### src/rtl/dilithium_stream_pkg.sv
// Shared types and helpers for the Dilithium stream adapters.
// Holds the operation modes, ingress FSM states and the fixed-prefix length table.
package dilithium_stream_pkg;

    localparam int FIXED_CNT_W = 10;

    typedef enum logic [1:0] {
        MODE_KEYGEN = 2'd0,
        MODE_SIGN   = 2'd1,
        MODE_VERIFY = 2'd2
    } mode_t;

    typedef enum logic [2:0] {
        IN_IDLE,
        IN_FIXED,
        IN_MSG,
        IN_DONE,
        IN_ERR
    } in_state_t;

    // Prefix words before the message tail; unknown security levels fall back to level 5.
    // Verify counts pk plus the signature padded up to whole words.
    function automatic logic [FIXED_CNT_W-1:0] fixed_in_words(input mode_t mode,
                                                              input logic [2:0] sec_lvl);
        logic [FIXED_CNT_W-1:0] f;
        case (mode)
            MODE_SIGN: begin
                case (sec_lvl)
                    3'd2:    f = 10'd316;
                    3'd3:    f = 10'd500;
                    default: f = 10'd608;
                endcase
            end
            MODE_VERIFY: begin
                case (sec_lvl)
                    3'd2:    f = 10'd467;
                    3'd3:    f = 10'd656;
                    default: f = 10'd899;
                endcase
            end
            default: f = 10'd4;
        endcase
        return f;
    endfunction

endpackage

### src/rtl/stream_input_adapter_skid_fifo.sv
// Small power-of-two FIFO between the external stream and the core input port.
// A word written in one cycle is readable at the head from the next cycle on.
module skid_fifo #(
    parameter int WIDTH = 65,
    parameter int DEPTH = 4
) (
    input  logic             clk,
    input  logic             rst,
    input  logic             flush,
    input  logic             push,
    input  logic [WIDTH-1:0] push_data,
    input  logic             pop,
    output logic [WIDTH-1:0] pop_data,
    output logic             full,
    output logic             empty
);

    localparam int AW = $clog2(DEPTH);

    logic [WIDTH-1:0] mem [DEPTH];
    logic [AW:0]      wr_ptr;
    logic [AW:0]      rd_ptr;
    logic             do_push;
    logic             do_pop;

    // Pointers carry one extra wrap bit so full and empty can be told apart.
    assign empty    = (wr_ptr == rd_ptr);
    assign full     = (wr_ptr[AW] != rd_ptr[AW]) && (wr_ptr[AW-1:0] == rd_ptr[AW-1:0]);
    assign pop_data = mem[rd_ptr[AW-1:0]];
    assign do_push  = push && !full && !flush;
    assign do_pop   = pop && !empty && !flush;

    always_ff @(posedge clk) begin
        if (rst || flush) begin
            wr_ptr <= '0;
            rd_ptr <= '0;
        end else begin
            if (do_push) wr_ptr <= wr_ptr + 1'b1;
            if (do_pop)  rd_ptr <= rd_ptr + 1'b1;
        end
    end

    always_ff @(posedge clk) begin
        if (do_push && !rst) mem[wr_ptr[AW-1:0]] <= push_data;
    end

endmodule

### src/rtl/stream_input_adapter.sv
// Ingress stage of the Dilithium accelerator: frames the external word stream into the core.
// Build option STREAM_IN_FRAME_CHECK_EN enables framing-error detection and the ERR drain state.
module stream_input_adapter
    import dilithium_stream_pkg::*;
#(
    parameter int W          = 64,
    parameter int FIFO_DEPTH = 4,
    parameter int MSG_CNT_W  = 16
) (
    input  logic                 clk,
    input  logic                 rst,
    input  logic                 start,
    input  logic [1:0]           mode,
    input  logic [2:0]           sec_lvl,
    input  logic                 valid_i,
    output logic                 ready_i,
    input  logic [W-1:0]         data_i,
    input  logic                 last_i,
    output logic                 core_valid_o,
    input  logic                 core_ready_i,
    output logic [W-1:0]         core_data_o,
    output logic                 core_last_o,
    output logic [MSG_CNT_W-1:0] msg_words_o,
    output logic                 busy_o,
    output logic                 err_o
);

    in_state_t              state;
    in_state_t              state_next;
    mode_t                  mode_q;
    mode_t                  start_mode;
    logic [FIXED_CNT_W-1:0] fixed_len;
    logic [FIXED_CNT_W-1:0] fixed_cnt;
    logic [MSG_CNT_W-1:0]   msg_cnt;
    logic                   accept;
    logic                   last_fixed;
    logic                   frame_bad;
    logic                   push;
    logic                   push_last;
    logic                   pop;
    logic                   fifo_full;
    logic                   fifo_empty;
    logic [W:0]             fifo_head;

    // Reserved mode encoding runs as keygen.
    always_comb begin
        case (mode)
            2'd1:    start_mode = MODE_SIGN;
            2'd2:    start_mode = MODE_VERIFY;
            default: start_mode = MODE_KEYGEN;
        endcase
    end

    assign accept     = valid_i && ready_i;
    assign last_fixed = (fixed_cnt == fixed_len - 1'b1);
    assign pop        = core_valid_o && core_ready_i;

`ifdef STREAM_IN_FRAME_CHECK_EN
    // Keygen must end exactly on its final prefix word; sign/verify never end inside the prefix.
    assign frame_bad = (state == IN_FIXED) &&
                       ((mode_q == MODE_KEYGEN && last_fixed) ? !last_i : last_i);
    assign ready_i   = ((state == IN_FIXED || state == IN_MSG) && !fifo_full) || (state == IN_ERR);
`else
    assign frame_bad = 1'b0;
    assign ready_i   = (state == IN_FIXED || state == IN_MSG) && !fifo_full;
`endif

    always_comb begin
        state_next = state;
        push       = 1'b0;
        push_last  = 1'b0;
        case (state)
            IN_FIXED: begin
                if (accept) begin
                    if (frame_bad) begin
                        state_next = IN_ERR;
                    end else begin
                        push      = 1'b1;
                        push_last = (mode_q == MODE_KEYGEN) && last_fixed;
                        if (last_fixed) state_next = (mode_q == MODE_KEYGEN) ? IN_DONE : IN_MSG;
                    end
                end
            end
            IN_MSG: begin
                if (accept) begin
                    push      = 1'b1;
                    push_last = last_i;
                    if (last_i) state_next = IN_DONE;
                end
            end
            IN_DONE: begin
                if (fifo_empty) state_next = IN_IDLE;
            end
            default: begin
                state_next = state;
            end
        endcase
        // A new frame discards whatever the current cycle would have pushed.
        if (start) begin
            state_next = IN_FIXED;
            push       = 1'b0;
        end
    end

    always_ff @(posedge clk) begin
        if (rst) begin
            state     <= IN_IDLE;
            mode_q    <= MODE_KEYGEN;
            fixed_len <= '0;
            fixed_cnt <= '0;
            msg_cnt   <= '0;
        end else begin
            state <= state_next;
            if (start) begin
                mode_q    <= start_mode;
                fixed_len <= fixed_in_words(start_mode, sec_lvl);
                fixed_cnt <= '0;
                msg_cnt   <= '0;
            end else if (accept) begin
                if (state == IN_FIXED && !frame_bad) fixed_cnt <= fixed_cnt + 1'b1;
                if (state == IN_MSG && msg_cnt != {MSG_CNT_W{1'b1}}) msg_cnt <= msg_cnt + 1'b1;
            end
        end
    end

`ifdef STREAM_IN_FRAME_CHECK_EN
    logic err_q;

    always_ff @(posedge clk) begin
        if (rst || start) err_q <= 1'b0;
        else if (accept && frame_bad) err_q <= 1'b1;
    end

    assign err_o = err_q;
`else
    assign err_o = 1'b0;
`endif

    skid_fifo #(
        .WIDTH (W + 1),
        .DEPTH (FIFO_DEPTH)
    ) u_fifo (
        .clk       (clk),
        .rst       (rst),
        .flush     (start),
        .push      (push),
        .push_data ({push_last, data_i}),
        .pop       (pop),
        .pop_data  (fifo_head),
        .full      (fifo_full),
        .empty     (fifo_empty)
    );

    assign core_valid_o = !fifo_empty;
    assign core_last_o  = fifo_head[W];
    assign core_data_o  = fifo_head[W-1:0];
    assign msg_words_o  = msg_cnt;
    assign busy_o       = (state == IN_FIXED) || (state == IN_MSG) || !fifo_empty;

endmodule

### config.mk
export PLATFORM = sky130hd
export DESIGN_NAME = stream_input_adapter
export DESIGN_NICKNAME = d
export VERILOG_FILES = /design/src/rtl/dilithium_stream_pkg.sv /design/src/rtl/stream_input_adapter_skid_fifo.sv /design/src/rtl/stream_input_adapter.sv
export SDC_FILE = /design/constraint.sdc
export NUM_CORES = 1
export LEC_CHECK = 0
export CELL_PAD_IN_SITES_DETAIL_PLACEMENT = 1
export CELL_PAD_IN_SITES_GLOBAL_PLACEMENT = 2
export CORE_AREA = 2 2 202 144
export CTS_CLUSTER_SIZE = 8
export DETAILED_ROUTE_END_ITERATION = 7
export DIE_AREA = 0 0 204 146
export HOLD_SLACK_MARGIN = 0.15
export PLACE_DENSITY_LB_ADDON = 0.25
export SKIP_LAST_GASP = 1
export SYNTH_ARGS = -nofsm -noshare
export SYNTH_HDL_FRONTEND = slang
export SYNTH_HIERARCHICAL = 1
export SYNTH_SLANG_ARGS = --single-unit
### constraint.sdc
create_clock -name clk -period 6.02 [get_ports clk]
set_clock_uncertainty 0.1 [all_clocks]
set_input_delay 1.204 -clock clk [delete_from_list [all_inputs] [get_ports clk]]
set_output_delay 1.204 -clock clk [all_outputs]
set_load 0.01 [all_outputs]
==> qor_table.md <==
| Parameter | Value |
|:---|:---|
| Worst R2R Start | u_fifo/wr_ptr[1] |
| Top cell types by occurrence after synthesis | sky130_fd_sc_hd__edfxtp_1 (260), sky130_fd_sc_hd__mux4_2 (65), sky130_fd_sc_hd__dfxtp_1 (46) |
| Number of placed instances with taps included | 1,171 |
| Highest net fanout along the worst path | 49 |
| Setup-violating endpoint count in the final report | 0 |
| Detailed-placement wirelength estimate | 17,600 um |
| Clock buffer count from CTS | 44 |
| Nets | 937 |
| Count of cells resized by post-cts repair | 0 |
| Height of the die | 146 um |
| Relative area change from synthesis to final layout | 26.2% |
| Post-synth net total | 758 |
| Met3 layer wire length in the routed design | 1740 um |
| Critical Path Sink Type | output pin |
| Buffers added on ports | 158 |
| Startpoint type of the worst setup path | register |
| Post-CTS Repair Setup Buffers | 0 |
| Pin count of the biggest net entering global routing | 66 |
| Endpoint of the worst register-to-register path | msg_words_o[15] |
| Drt wl/cell | 22.2 um |
| Run status | finished, final reports clean |
| Crit path DAT | 3.03 ns |
| Via count of the first global-routing pass | 7,315 |
| Max Freq | 231 MHz |
| Clock Path Buffers | 3 |
| Global-route wire length before repair | 43,300 um |
| Termination of the worst setup path | core_data_o[8] |
| Number of design-rule violations left by the first detailed-router iteration | 431 |
| Cell accounting for the most synthesized area | sky130_fd_sc_hd__edfxtp_1 |
| Total power per unit cell area | 307 nW/um^2 |
| Worst reg-to-reg path cell count | 9 |
| # rows | 51 |
| Worst slew pin tran | 1.06 ns |
| Clock-pin slew reported for the worst setup and hold paths after clock tree synthesis | 0.05 ns |
| Utilization of the core after routing | 55.2% |
| Leftover overflow at the end of global routing | 0 |
| I/O pin total | 160 |
| Final GP Congestion | 0.821 |
| Antenna fix cells | 0 |
| DR WL met2 | 12,800 um |
| Worst min-delay path class | register to register |
| Initial antenna violation count | 1 |
| Area occupied by multi-input gates | 3200 sq um |
| TritonCTS clock tree | built |
| Register area | 8740 sq um |
| Remaining max-slew budget at the tightest pin | 28.9% |
| Max Slew Vio Count | 0 |
| Post-layout min period | 4.33 ns |
| Final setup margin | 1.69 ns |
| Crit Path Category | register to output pin |
| Worst-skew pair later-pin latency | 0.53 ns |
| Die X | 204 um |
| Critical Path RT | 4.72 ns |
| Final setup TNS | 0 ns |
| Total Routing Usage GR | 19.0% |
| Total die area | 29,800 sq um |
| Synth Instances | 667 |
| CTS Hold Buffers Added | 0 |
| Fill cell total of the finished layout | 2,559 |
| Post-synth EDFFs | 260 |
| Number of failing hold endpoints at the final stage | 0 |
| Post-synth top flop | sky130_fd_sc_hd__edfxtp_1 |
| Highest layer used for signal routing | met5 |
| DR vias | 6,699 |
| Drt pass-1 iters | 4 |
| Setup repair after global routing missed its margin | false |
| Initial standard-cell utilization of the core | 43.7% |
| Clock tree sinks | 306 |
| H-tree levels | 2 |
| Share of the yosys chip area belonging to registers | 72.1% |
| Number of distinct library cells after synthesis | 46 |
| Remaining DRCs | 0 |
| Area inside the core boundary | 27,700 sq um |
| Yosys warns | 6 |
| Fin crit share | 72.0% |
| Top area cells in the synthesized netlist | sky130_fd_sc_hd__edfxtp_1 (64%), sky130_fd_sc_hd__mux4_2 (12%), sky130_fd_sc_hd__dfxtp_1 (7.6%), sky130_fd_sc_hd__ha_1 (1.7%), sky130_fd_sc_hd__xor2_1 (1.5%) |
| Final WL | 27,300 um |
| Antenna Nets Post-Route | 0 |
| Post-Place Setup Slack | 1.70 ns |
| Layout Cells excl Fill | 1,232 |
| Via count normalized by instance count | 5.44 |
| Worst VDD drop | 0.202 mV |
| Ratio of cells with drive above 1 in the final layout | 15.0% |
| Worst reg2reg setup slack | 2.56 ns |
| Netlist Area Pre-Place | 12,100 sq um |
| Maxcap violations | 0 |
| Share of async-settable or async-resettable flops after synthesis | 0% |
| Root Driver | sky130_fd_sc_hd__clkbuf_16 |
| Leak | 4.90 nW |
| Synth Area per Inst | 18.2 sq um |
| Library cell with the highest instance count after synthesis | sky130_fd_sc_hd__edfxtp_1 |
| Share of Yosys cell area claimed by the top area cell type | 64.5% |
| #FFs+latches synth | 306 |
| Length of routed wiring on met1 | 12,400 um |
power breakdown:
group	leakage (nW)	internal, mW	switching (mW)
Sequential	2.71	2.31	0.00798
Combinational	1.60	0.0860	0.0842
Clock	0.593	1.37	0.827
Total	4.90	3.76	0.920
layer usage:
metal | track usage (%) | up-vias
li1 | - | 3004
met1 | 26.8 | 3461
met2 | 29.7 | 195
met3 | 4.64 | 37
met4 | 4.93 | 2
met5 | 0 | -
per-stage QoR:
stage / hold WS (ns) / cell area, sq um / total power, mW
6_report: 0.416 / 15300 / 4.68
5_1_grt: 0.440 / 15300 / 4.84
4_1_cts: 0.421 / 15300 / 4.74
3_5_place_dp: 0.410 / 14000 / 2.53
3_3_place_gp: 0.388 / 14000 / 2.52
2_1_floorplan: 0.370 / 12100 / 2.42
cell families after synthesis:
| logic type | after synthesis | synth area share, % |
|---|---|---|
| buffers and inverters | 40 | 1.61 |
| and+or+nand+nor | 135 | 6.10 |
| xor gates and xnor gates | 36 | 2.60 |
| muxes | 71 | 12.6 |
| adders and majority gates | 16 | 1.65 |
| DFF | 306 | 72.1 |
| other | 1 | 0.0310 |
| AOI/OAI and AO/OA | 62 | 3.33 |
registers in the layout (all words and copies together) (netlist names), named ones only:
name and flops:
u_fifo/mem 260, msg_words_o 16, fixed_cnt 10, fixed_len 9, u_fifo/rd_ptr 3, u_fifo/wr_ptr 3
state 2, mode_q 1
placed cells by master, fill, tap and decap left out, types with 5 or more instances in the layout:
cell type                         instances
sky130_fd_sc_hd__nand3_1                 12
sky130_fd_sc_hd__mux2i_1                  6
sky130_fd_sc_hd__clkdlybuf4s50_1        158
sky130_fd_sc_hd__inv_1                   13
sky130_fd_sc_hd__a21oi_1                 21
sky130_fd_sc_hd__xor2_1                  21
sky130_fd_sc_hd__mux4_2                  65
sky130_fd_sc_hd__nor2_1                  32
sky130_fd_sc_hd__nand4_1                 10
sky130_fd_sc_hd__nand2b_1                 5
sky130_fd_sc_hd__and3_1                   8
sky130_fd_sc_hd__edfxtp_1               260
sky130_fd_sc_hd__o211ai_1                 6
sky130_fd_sc_hd__o21ai_0                 14
sky130_fd_sc_hd__nor3_1                   5
sky130_fd_sc_hd__a31oi_1                  6
sky130_fd_sc_hd__clkbuf_1                13
sky130_fd_sc_hd__ha_1                    16
sky130_fd_sc_hd__nand2_1                 24
sky130_fd_sc_hd__clkbuf_16               46
sky130_fd_sc_hd__xnor2_1                 15
sky130_fd_sc_hd__or3_1                    9
sky130_fd_sc_hd__dfxtp_1                 44
area by class of cell:
cell class | count | share of cell area, %
Timing Repair Buffer | 160 | 10.5
Multi-Input combinational cell | 321 | 21.0
Inverter | 13 | 0.319
Tap cell | 371 | 3.04
Sequential cell | 306 | 57.2
Clock buffer | 59 | 7.86
Clock inverter | 2 | 0.164
critical path, cell delays in order (launching register included):
cell	delay [ns]
sky130_fd_sc_hd__dfxtp_4	0.98
sky130_fd_sc_hd__buf_4	0.46
sky130_fd_sc_hd__mux4_2	0.57
sky130_fd_sc_hd__clkdlybuf4s50_1	0.49
worst min path at each step:
stage / from / endpoint / depth (start not counted)
3_5_place_dp: fixed_len[9] / fixed_len[9] / 1
3_3_place_gp: fixed_cnt[9] / fixed_cnt[9] / 2
4_1_cts: msg_words_o[9] / msg_words_o[9] / 2
2_1_floorplan: mode_q[1] / mode_q[1] / 2
6_report: msg_words_o[15] / msg_words_o[15] / 2
5_1_grt: fixed_len[9] / fixed_len[9] / 1
(Power assumes the default switching activity.)
